$ cat config.mk
export PLATFORM = sky130hd
export DESIGN_NAME = smem_ctrl_flat
export DESIGN_NICKNAME = d
export VERILOG_FILES = /design/src/rtl/smem_pkg.sv /design/src/rtl/smem_ctrl_if.sv /design/src/rtl/smem_rr_arb.sv /design/src/rtl/smem_ctrl.sv /design/src/flat_wrapper.sv
export SDC_FILE = /design/constraint.sdc
export NUM_CORES = 1
export LEC_CHECK = 0
export BUFFER_PORTS_ARGS = -buffer_cell sky130_fd_sc_hd__buf_2
export CAP_MARGIN = 25
export CORE_ASPECT_RATIO = 1.75
export CORE_MARGIN = 4
export CORE_UTILIZATION = 46
export DETAILED_ROUTE_END_ITERATION = 10
export GPL_ROUTABILITY_DRIVEN = 0
export PLACE_DENSITY = 0.78
export SYNTH_ARGS = -nofsm -noshare
export SYNTH_HDL_FRONTEND = slang
export SYNTH_HIERARCHICAL = 1
export SYNTH_SLANG_ARGS = --single-unit
$ cat constraint.sdc
create_clock -name clock -period 2.6 [get_ports clock]
set_clock_uncertainty 0.1 [all_clocks]
set_input_delay 0.13 -clock clock [delete_from_list [all_inputs] [get_ports clock]]
set_output_delay 0.13 -clock clock [all_outputs]
set_load 0.02 [all_outputs]
$ cat src/rtl/smem_pkg.sv
// Shared types and sizing for the screen-memory port controller.
package smem_pkg;

    // 80x60 tiles, 4 bits each
    localparam int unsigned SMEM_NLOC  = 4800;
    localparam int unsigned SMEM_DBITS = 4;

    // Fill engine states
    typedef enum logic [1:0] {
        IDLE,
        FILL,
        DONE
    } fill_state_t;

    // Identity of the requester that owned the port most recently
    typedef enum logic {
        GNT_CPU,
        GNT_FILL
    } grant_t;

endpackage

$ cat src/rtl/smem_ctrl_if.sv
// Bundle of CPU, fill-engine and screen-memory signals around smem_ctrl.
// The master side is the surrounding system (CPU, maze generator, memory);
// the slave side is the controller itself.
interface smem_ctrl_if
    import smem_pkg::*;
#(
    parameter int unsigned Nloc  = SMEM_NLOC,
    parameter int unsigned Dbits = SMEM_DBITS
);
    localparam int unsigned Aw = $clog2(Nloc);
    localparam int unsigned Lw = $clog2(Nloc + 1);

    // CPU access port
    logic             cpu_req;
    logic             cpu_we;
    logic [Aw-1:0]    cpu_addr;
    logic [Dbits-1:0] cpu_wdata;
    logic             cpu_ack;
    logic [Dbits-1:0] cpu_rdata;

    // Fill engine command/status
    logic             fill_start;
    logic [Aw-1:0]    fill_base;
    logic [Lw-1:0]    fill_len;
    logic [Dbits-1:0] fill_value;
    logic             fill_busy;
    logic             fill_done;
    logic             fill_err;

    // Screen memory CPU-side port
    logic             smem_wr;
    logic [Aw-1:0]    smem_addr;
    logic [Dbits-1:0] smem_wdata;
    logic [Dbits-1:0] smem_rdata;

    modport master (
        output cpu_req, cpu_we, cpu_addr, cpu_wdata,
        output fill_start, fill_base, fill_len, fill_value,
        output smem_rdata,
        input  cpu_ack, cpu_rdata,
        input  fill_busy, fill_done, fill_err,
        input  smem_wr, smem_addr, smem_wdata
    );

    modport slave (
        input  cpu_req, cpu_we, cpu_addr, cpu_wdata,
        input  fill_start, fill_base, fill_len, fill_value,
        input  smem_rdata,
        output cpu_ack, cpu_rdata,
        output fill_busy, fill_done, fill_err,
        output smem_wr, smem_addr, smem_wdata
    );

endinterface

$ cat src/rtl/smem_rr_arb.sv
// Two-requester round-robin arbiter. req_i[0]/gnt_o[0] is the CPU,
// req_i[1]/gnt_o[1] is the fill engine. Grant is combinational; only the
// identity of the last winner is registered.
module smem_rr_arb
    import smem_pkg::*;
(
    input  logic       clock,
    input  logic       reset,
    input  logic [1:0] req_i,
    output logic [1:0] gnt_o
);

    grant_t last_q, last_d;

    // Grant the sole requester, or on conflict whoever did not win last time
    always_comb begin
        gnt_o = 2'b00;
        unique case (req_i)
            2'b00: gnt_o = 2'b00;
            2'b01: gnt_o = 2'b01;
            2'b10: gnt_o = 2'b10;
            2'b11: gnt_o = (last_q == GNT_FILL) ? 2'b01 : 2'b10;
            default: gnt_o = 2'b00;
        endcase
    end

    // History only moves on cycles that actually granted someone
    always_comb begin
        last_d = last_q;
        if (gnt_o[0]) begin
            last_d = GNT_CPU;
        end else if (gnt_o[1]) begin
            last_d = GNT_FILL;
        end
    end

    // Reset to FILL so the CPU wins the first conflict
    always_ff @(posedge clock) begin
        if (reset) begin
            last_q <= GNT_FILL;
        end else begin
            last_q <= last_d;
        end
    end

endmodule

$ cat src/rtl/smem_ctrl.sv
// Screen-memory CPU-side port owner: arbitrates between CPU accesses and a
// fill engine that writes one tile value over a wrapping address range.
module smem_ctrl
    import smem_pkg::*;
#(
    parameter int unsigned Nloc  = SMEM_NLOC,
    parameter int unsigned Dbits = SMEM_DBITS
) (
    input logic        clock,
    input logic        reset,
    smem_ctrl_if.slave bus
);

    localparam int unsigned   Aw       = $clog2(Nloc);
    localparam int unsigned   Lw       = $clog2(Nloc + 1);
    localparam logic [Aw-1:0] LastAddr = Aw'(Nloc - 1);
    localparam logic [Aw-1:0] AddrOne  = Aw'(1);
    localparam logic [Lw-1:0] LenOne   = Lw'(1);

    fill_state_t      state_q, state_d;
    logic [Aw-1:0]    ptr_q, ptr_d;
    logic [Lw-1:0]    rem_q, rem_d;
    logic [Dbits-1:0] val_q, val_d;
    logic             err_q, err_d;

    logic             fill_req;
    logic [1:0]       arb_req;
    logic [1:0]       arb_gnt;
    logic             cpu_gnt;
    logic             fill_gnt;
    logic             done_pulse;
    logic             err_pulse;

    logic             smem_wr;
    logic [Aw-1:0]    smem_addr;
    logic [Dbits-1:0] smem_wdata;
    logic             cpu_ack;
    logic [Dbits-1:0] cpu_rdata;

    assign fill_req = (state_q == FILL);

    // Requests are masked in reset so nothing reaches the memory port
    assign arb_req  = {fill_req, bus.cpu_req} & {2{~reset}};

    smem_rr_arb u_arb (
        .clock (clock),
        .reset (reset),
        .req_i (arb_req),
        .gnt_o (arb_gnt)
    );

    assign cpu_gnt  = arb_gnt[0];
    assign fill_gnt = arb_gnt[1];

    // Fill FSM next-state: latch command, step pointer on each grant
    always_comb begin
        state_d    = state_q;
        ptr_d      = ptr_q;
        rem_d      = rem_q;
        val_d      = val_q;
        err_d      = err_q;
        done_pulse = 1'b0;
        err_pulse  = 1'b0;
        unique case (state_q)
            IDLE: begin
                if (bus.fill_start) begin
                    if (bus.fill_base > LastAddr) begin
                        err_d   = 1'b1;
                        state_d = DONE;
                    end else if (bus.fill_len == '0) begin
                        state_d = DONE;
                    end else begin
                        ptr_d   = bus.fill_base;
                        rem_d   = bus.fill_len;
                        val_d   = bus.fill_value;
                        state_d = FILL;
                    end
                end
            end
            FILL: begin
                if (fill_gnt) begin
                    ptr_d = (ptr_q == LastAddr) ? '0 : ptr_q + AddrOne;
                    rem_d = rem_q - LenOne;
                    if (rem_q == LenOne) begin
                        state_d = DONE;
                    end
                end
            end
            DONE: begin
                done_pulse = 1'b1;
                err_pulse  = err_q;
                err_d      = 1'b0;
                state_d    = IDLE;
            end
            default: state_d = IDLE;
        endcase
    end

    // Fill FSM state and datapath registers
    always_ff @(posedge clock) begin
        if (reset) begin
            state_q <= IDLE;
            ptr_q   <= '0;
            rem_q   <= '0;
            val_q   <= '0;
            err_q   <= 1'b0;
        end else begin
            state_q <= state_d;
            ptr_q   <= ptr_d;
            rem_q   <= rem_d;
            val_q   <= val_d;
            err_q   <= err_d;
        end
    end

    // Port mux: winner drives the memory; idle port parks on the CPU address
    always_comb begin
        smem_wr    = 1'b0;
        smem_addr  = bus.cpu_addr;
        smem_wdata = bus.cpu_wdata;
        cpu_ack    = 1'b0;
        cpu_rdata  = '0;
        if (cpu_gnt) begin
            smem_wr   = bus.cpu_we;
            cpu_ack   = 1'b1;
            cpu_rdata = bus.smem_rdata;
        end else if (fill_gnt) begin
            smem_wr    = 1'b1;
            smem_addr  = ptr_q;
            smem_wdata = val_q;
        end
    end

    assign bus.smem_wr    = smem_wr;
    assign bus.smem_addr  = smem_addr;
    assign bus.smem_wdata = smem_wdata;
    assign bus.cpu_ack    = cpu_ack;
    assign bus.cpu_rdata  = cpu_rdata;

    // Completion pulses are suppressed in reset so an abandoned fill stays silent
    assign bus.fill_busy  = (state_q == FILL);
    assign bus.fill_done  = done_pulse & ~reset;
    assign bus.fill_err   = err_pulse & ~reset;

endmodule

$ cat src/flat_wrapper.sv
// flat-port wrapper written by rule: the top's interface ports become plain ports
module smem_ctrl_flat import smem_pkg::*;
#(
    parameter int unsigned Nloc  = SMEM_NLOC,
    parameter int unsigned Dbits = SMEM_DBITS
)
  (clock, reset, bus_cpu_req, bus_cpu_we, bus_cpu_addr, bus_cpu_wdata, bus_fill_start, bus_fill_base, bus_fill_len, bus_fill_value, bus_smem_rdata, bus_cpu_ack, bus_cpu_rdata, bus_fill_busy, bus_fill_done, bus_fill_err, bus_smem_wr, bus_smem_addr, bus_smem_wdata);
  smem_ctrl_if #(.Nloc(Nloc), .Dbits(Dbits)) bus_i ();
  input logic clock;
  input logic reset;
  input wire logic [$bits(bus_i.cpu_req)-1:0] bus_cpu_req;
  input wire logic [$bits(bus_i.cpu_we)-1:0] bus_cpu_we;
  input wire logic [$bits(bus_i.cpu_addr)-1:0] bus_cpu_addr;
  input wire logic [$bits(bus_i.cpu_wdata)-1:0] bus_cpu_wdata;
  input wire logic [$bits(bus_i.fill_start)-1:0] bus_fill_start;
  input wire logic [$bits(bus_i.fill_base)-1:0] bus_fill_base;
  input wire logic [$bits(bus_i.fill_len)-1:0] bus_fill_len;
  input wire logic [$bits(bus_i.fill_value)-1:0] bus_fill_value;
  input wire logic [$bits(bus_i.smem_rdata)-1:0] bus_smem_rdata;
  output wire logic [$bits(bus_i.cpu_ack)-1:0] bus_cpu_ack;
  output wire logic [$bits(bus_i.cpu_rdata)-1:0] bus_cpu_rdata;
  output wire logic [$bits(bus_i.fill_busy)-1:0] bus_fill_busy;
  output wire logic [$bits(bus_i.fill_done)-1:0] bus_fill_done;
  output wire logic [$bits(bus_i.fill_err)-1:0] bus_fill_err;
  output wire logic [$bits(bus_i.smem_wr)-1:0] bus_smem_wr;
  output wire logic [$bits(bus_i.smem_addr)-1:0] bus_smem_addr;
  output wire logic [$bits(bus_i.smem_wdata)-1:0] bus_smem_wdata;
  assign bus_i.cpu_req = bus_cpu_req;
  assign bus_i.cpu_we = bus_cpu_we;
  assign bus_i.cpu_addr = bus_cpu_addr;
  assign bus_i.cpu_wdata = bus_cpu_wdata;
  assign bus_i.fill_start = bus_fill_start;
  assign bus_i.fill_base = bus_fill_base;
  assign bus_i.fill_len = bus_fill_len;
  assign bus_i.fill_value = bus_fill_value;
  assign bus_i.smem_rdata = bus_smem_rdata;
  assign bus_cpu_ack = bus_i.cpu_ack;
  assign bus_cpu_rdata = bus_i.cpu_rdata;
  assign bus_fill_busy = bus_i.fill_busy;
  assign bus_fill_done = bus_i.fill_done;
  assign bus_fill_err = bus_i.fill_err;
  assign bus_smem_wr = bus_i.smem_wr;
  assign bus_smem_addr = bus_i.smem_addr;
  assign bus_smem_wdata = bus_i.smem_wdata;
  smem_ctrl #(.Nloc(Nloc), .Dbits(Dbits)) u_core (.clock(clock), .reset(reset), .bus(bus_i));
endmodule
==> flow_summary.yaml <==
timing:
  setup_viol: 0
  finalCritPeriodShare: 0.887
  hold_viol: 0
  hold_ws_ns: 0.0392
  report.final.slew_viol_count: 0
  relSlewSlack: 0.522
  fin_ws_ns: 0.294
  tns_ns: 0
  period_needed_ns: 2.31
  rsz0062_at_grt: "false"
  worst_pin_slew_ns: 0.716
  fmax_ghz: 0.434
pwr:
  seq_power_share: 0.411
  p_clk_frac: 0.259
  p_leak_nw: 1.24
  irDropWorstVdd_v: 0.000317
  power_frac_comb: 0.330
  power.switching_mw: 0.537
  sw_frac_of_total: 0.354
  powerDensity_nw_per_um2: 506
  p_int_mw: 0.980
  power.total_mw: 1.52
detailed_routing:
  ant_nets: 0
  wl_per_cell_um: 16.4
  routed_wl_mm: 7.43
  dr.pass1.iters: 5
  viasPerCell: 6.20
  drt_iter0_markers: 137
  drc: 0
  num_vias: 2802
logic_synthesis:
  yosysSeqAreaShare: 0.274
  synth.net_count: 375
  synth_edf_count: 0
  syn_area_per_cell_um2: 7.85
  synthArstFlopShare: 0
  synth_cells: 316
  syn_area_um2: 2480
  synth-seq-cells: 34
  synthDistinctLibCells: 57
  synth_warnings: 6
  ys.flop_type: "dfxtp_1"
setup_path:
  required_ns: 2.37
  endpoint_kind: "output port"
  cpLargestDelayFamily: "simple AND/OR/NAND/NOR gates"
  critPathKind: "register to output port"
  crit_chain: "nand2b_2 -> nor2_1 -> and2_1 -> nand2b_1 -> buf_4 -> mux2_2 -> buf_2"
  worstPathMaxFanout: 20
  cp_num_cells: 7
  reg2reg_depth: 6
  cp.buffers_inverters: 2
  critPathArrivalTime_ns: 2.08
  slowest_stage: "and2_1"
  start_kind: "register"
  worst_path_largest_cell_delay_ns: 0.36
finish:
  final_common_cell: "buf_2"
  instances_no_fill: 452
  final_nets: 457
  area_growth_pct: 20.8
  final_cell_mix: "buf_2, nand2_1, dfxtp_1"
  drive_above_1_share: 0.320
  num_antenna_cells: 0
global_routing:
  grt_usage: 0.219
  grt_overflow: 0
  grt_pass1_wl_mm: 12.0
  grt_max_degree: 41
  antenna_found_initial: 0
  first_global_vias: 2670
placed_design:
  dp_slack_ns: 0.402
  dp_hpwl_mm: 5.51
  io_buffers: 81
  dp_cells: 442
clock_tree:
  cts.sinks: 34
  clk_pin_slew_ns: 0.07
  cts_setup_buffers: 0
  cts_buffers: 5
  cts_buffer_depth: 2
  htreeDepth: 2
  cts_resized: 0
  clock_latency_ns: 0.29
  clock-root-buffer: "clkbuf_8"
  cts_tree: "built"
die:
  die_h_um: 105
  core-area_um2: 5260
  start_util: 0.472
  die_w_um: 63.5
  placementRows: 35
  io_pins: 82
  die_area_um2: 6680
hold_path:
  worstHoldPathCells: 3
  hp-class: "input port to register"
outcome:
  status: "complete, no violations"
run:
  cap_violations: 0
what timing repair did:
action                     CTS  global route
hold buffers                 4             0
hold endpoints to repair     4             0
setup endpoints to repair    0             0
final timing paths:
kind                                        start                 to  slack, ns
worst max-delay path            u_core/state_q[1]  bus_smem_wdata[2]       0.29
worst min-delay path              bus_fill_len[2]    u_core/rem_q[2]       0.04
worst max register to register    u_core/ptr_q[1]    u_core/ptr_q[0]       0.35
worst min register to register    u_core/val_q[3]    u_core/val_q[3]       0.36
power groups by stage:
stage,Combinational [mW],Clock (mW),Sequential [mW]
2_1_floorplan,0.366,0,0.612
3_3_place_gp,0.482,0,0.630
3_5_place_dp,0.490,0,0.632
4_1_cts,0.499,0.395,0.621
5_1_grt,0.551,0.420,0.630
6_report,0.500,0.393,0.623
per-stage QoR:
step	area (um2)	util
floorplan	2480	-
global placement	2870	0.547
detailed placement	2870	0.547
CTS	3000	0.570
global route	3000	0.570
finish	3000	0.570
kinds of logic after synthesis:
family / after synthesis / share of synthesized area
DFF: 34 / 0.274
AOI/OAI and AO/OA: 99 / 0.263
muxes: 17 / 0.0767
buffers and inverters: 28 / 0.0762
and+or+nand+nor: 133 / 0.287
adders and majority gates: 3 / 0.0151
xor gates and xnor gates: 2 / 0.00706
Yosys cell counts (3+ instances only):
| library cell | number | share of area |
|---|---|---|
| o211ai_1 | 3 | 0.0091 |
| nor4_1 | 5 | 0.013 |
| o21ai_1 | 6 | 0.012 |
| buf_2 | 3 | 0.0061 |
| or4_1 | 3 | 0.0091 |
| nand4_1 | 5 | 0.013 |
| clkbuf_8 | 5 | 0.028 |
| a31oi_1 | 5 | 0.013 |
| a21o_1 | 3 | 0.0091 |
| o21a_1 | 4 | 0.012 |
| buf_6 | 4 | 0.018 |
| a211oi_1 | 5 | 0.015 |
| inv_1 | 7 | 0.011 |
| and2_1 | 10 | 0.025 |
| ha_1 | 3 | 0.015 |
| a21oi_1 | 28 | 0.057 |
| a21boi_0 | 3 | 0.0091 |
| nand2b_1 | 5 | 0.013 |
| o21ai_0 | 19 | 0.038 |
| nand3_1 | 9 | 0.018 |
| clkbuf_1 | 8 | 0.012 |
| nor2_1 | 15 | 0.023 |
| o32ai_1 | 3 | 0.011 |
| dfxtp_1 | 34 | 0.27 |
| nor3_1 | 22 | 0.044 |
| nand3b_1 | 3 | 0.0091 |
| nand2_1 | 39 | 0.059 |
| a221oi_1 | 4 | 0.014 |
| mux2_2 | 16 | 0.073 |
layer usage:
layer	vias to the layer above	track usage	wire length, um
met3	32	0.0376	433
met2	122	0.407	4050
met4	0	0.122	295
met5	-	0	0
met1	1311	0.224	2650
li1	1337	-	-
cell type report:
class | instances | area [um2]
Clock buffer | 6 | 82.6
Fill cell | 537 | 2260
Inverter | 8 | 30.0
Multi-Input combinational cell | 254 | 1610
Sequential cell | 34 | 681
Tap cell | 55 | 68.8
Timing Repair Buffer | 95 | 520
flip-flops by register name, summed over array words and instances, names as in the netlist:
name                 cells
u_core/state_q           2
u_core/err_q             1
u_core/val_q             4
u_core/u_arb/last_q      1
u_core/rem_q            13
u_core/ptr_q            13
tightest hold or removal path: stages:
cell and delay (ns):
buf_2 0.11, nand2_1 0.05, a31oi_1 0.07
(Power assumes the default switching activity.)
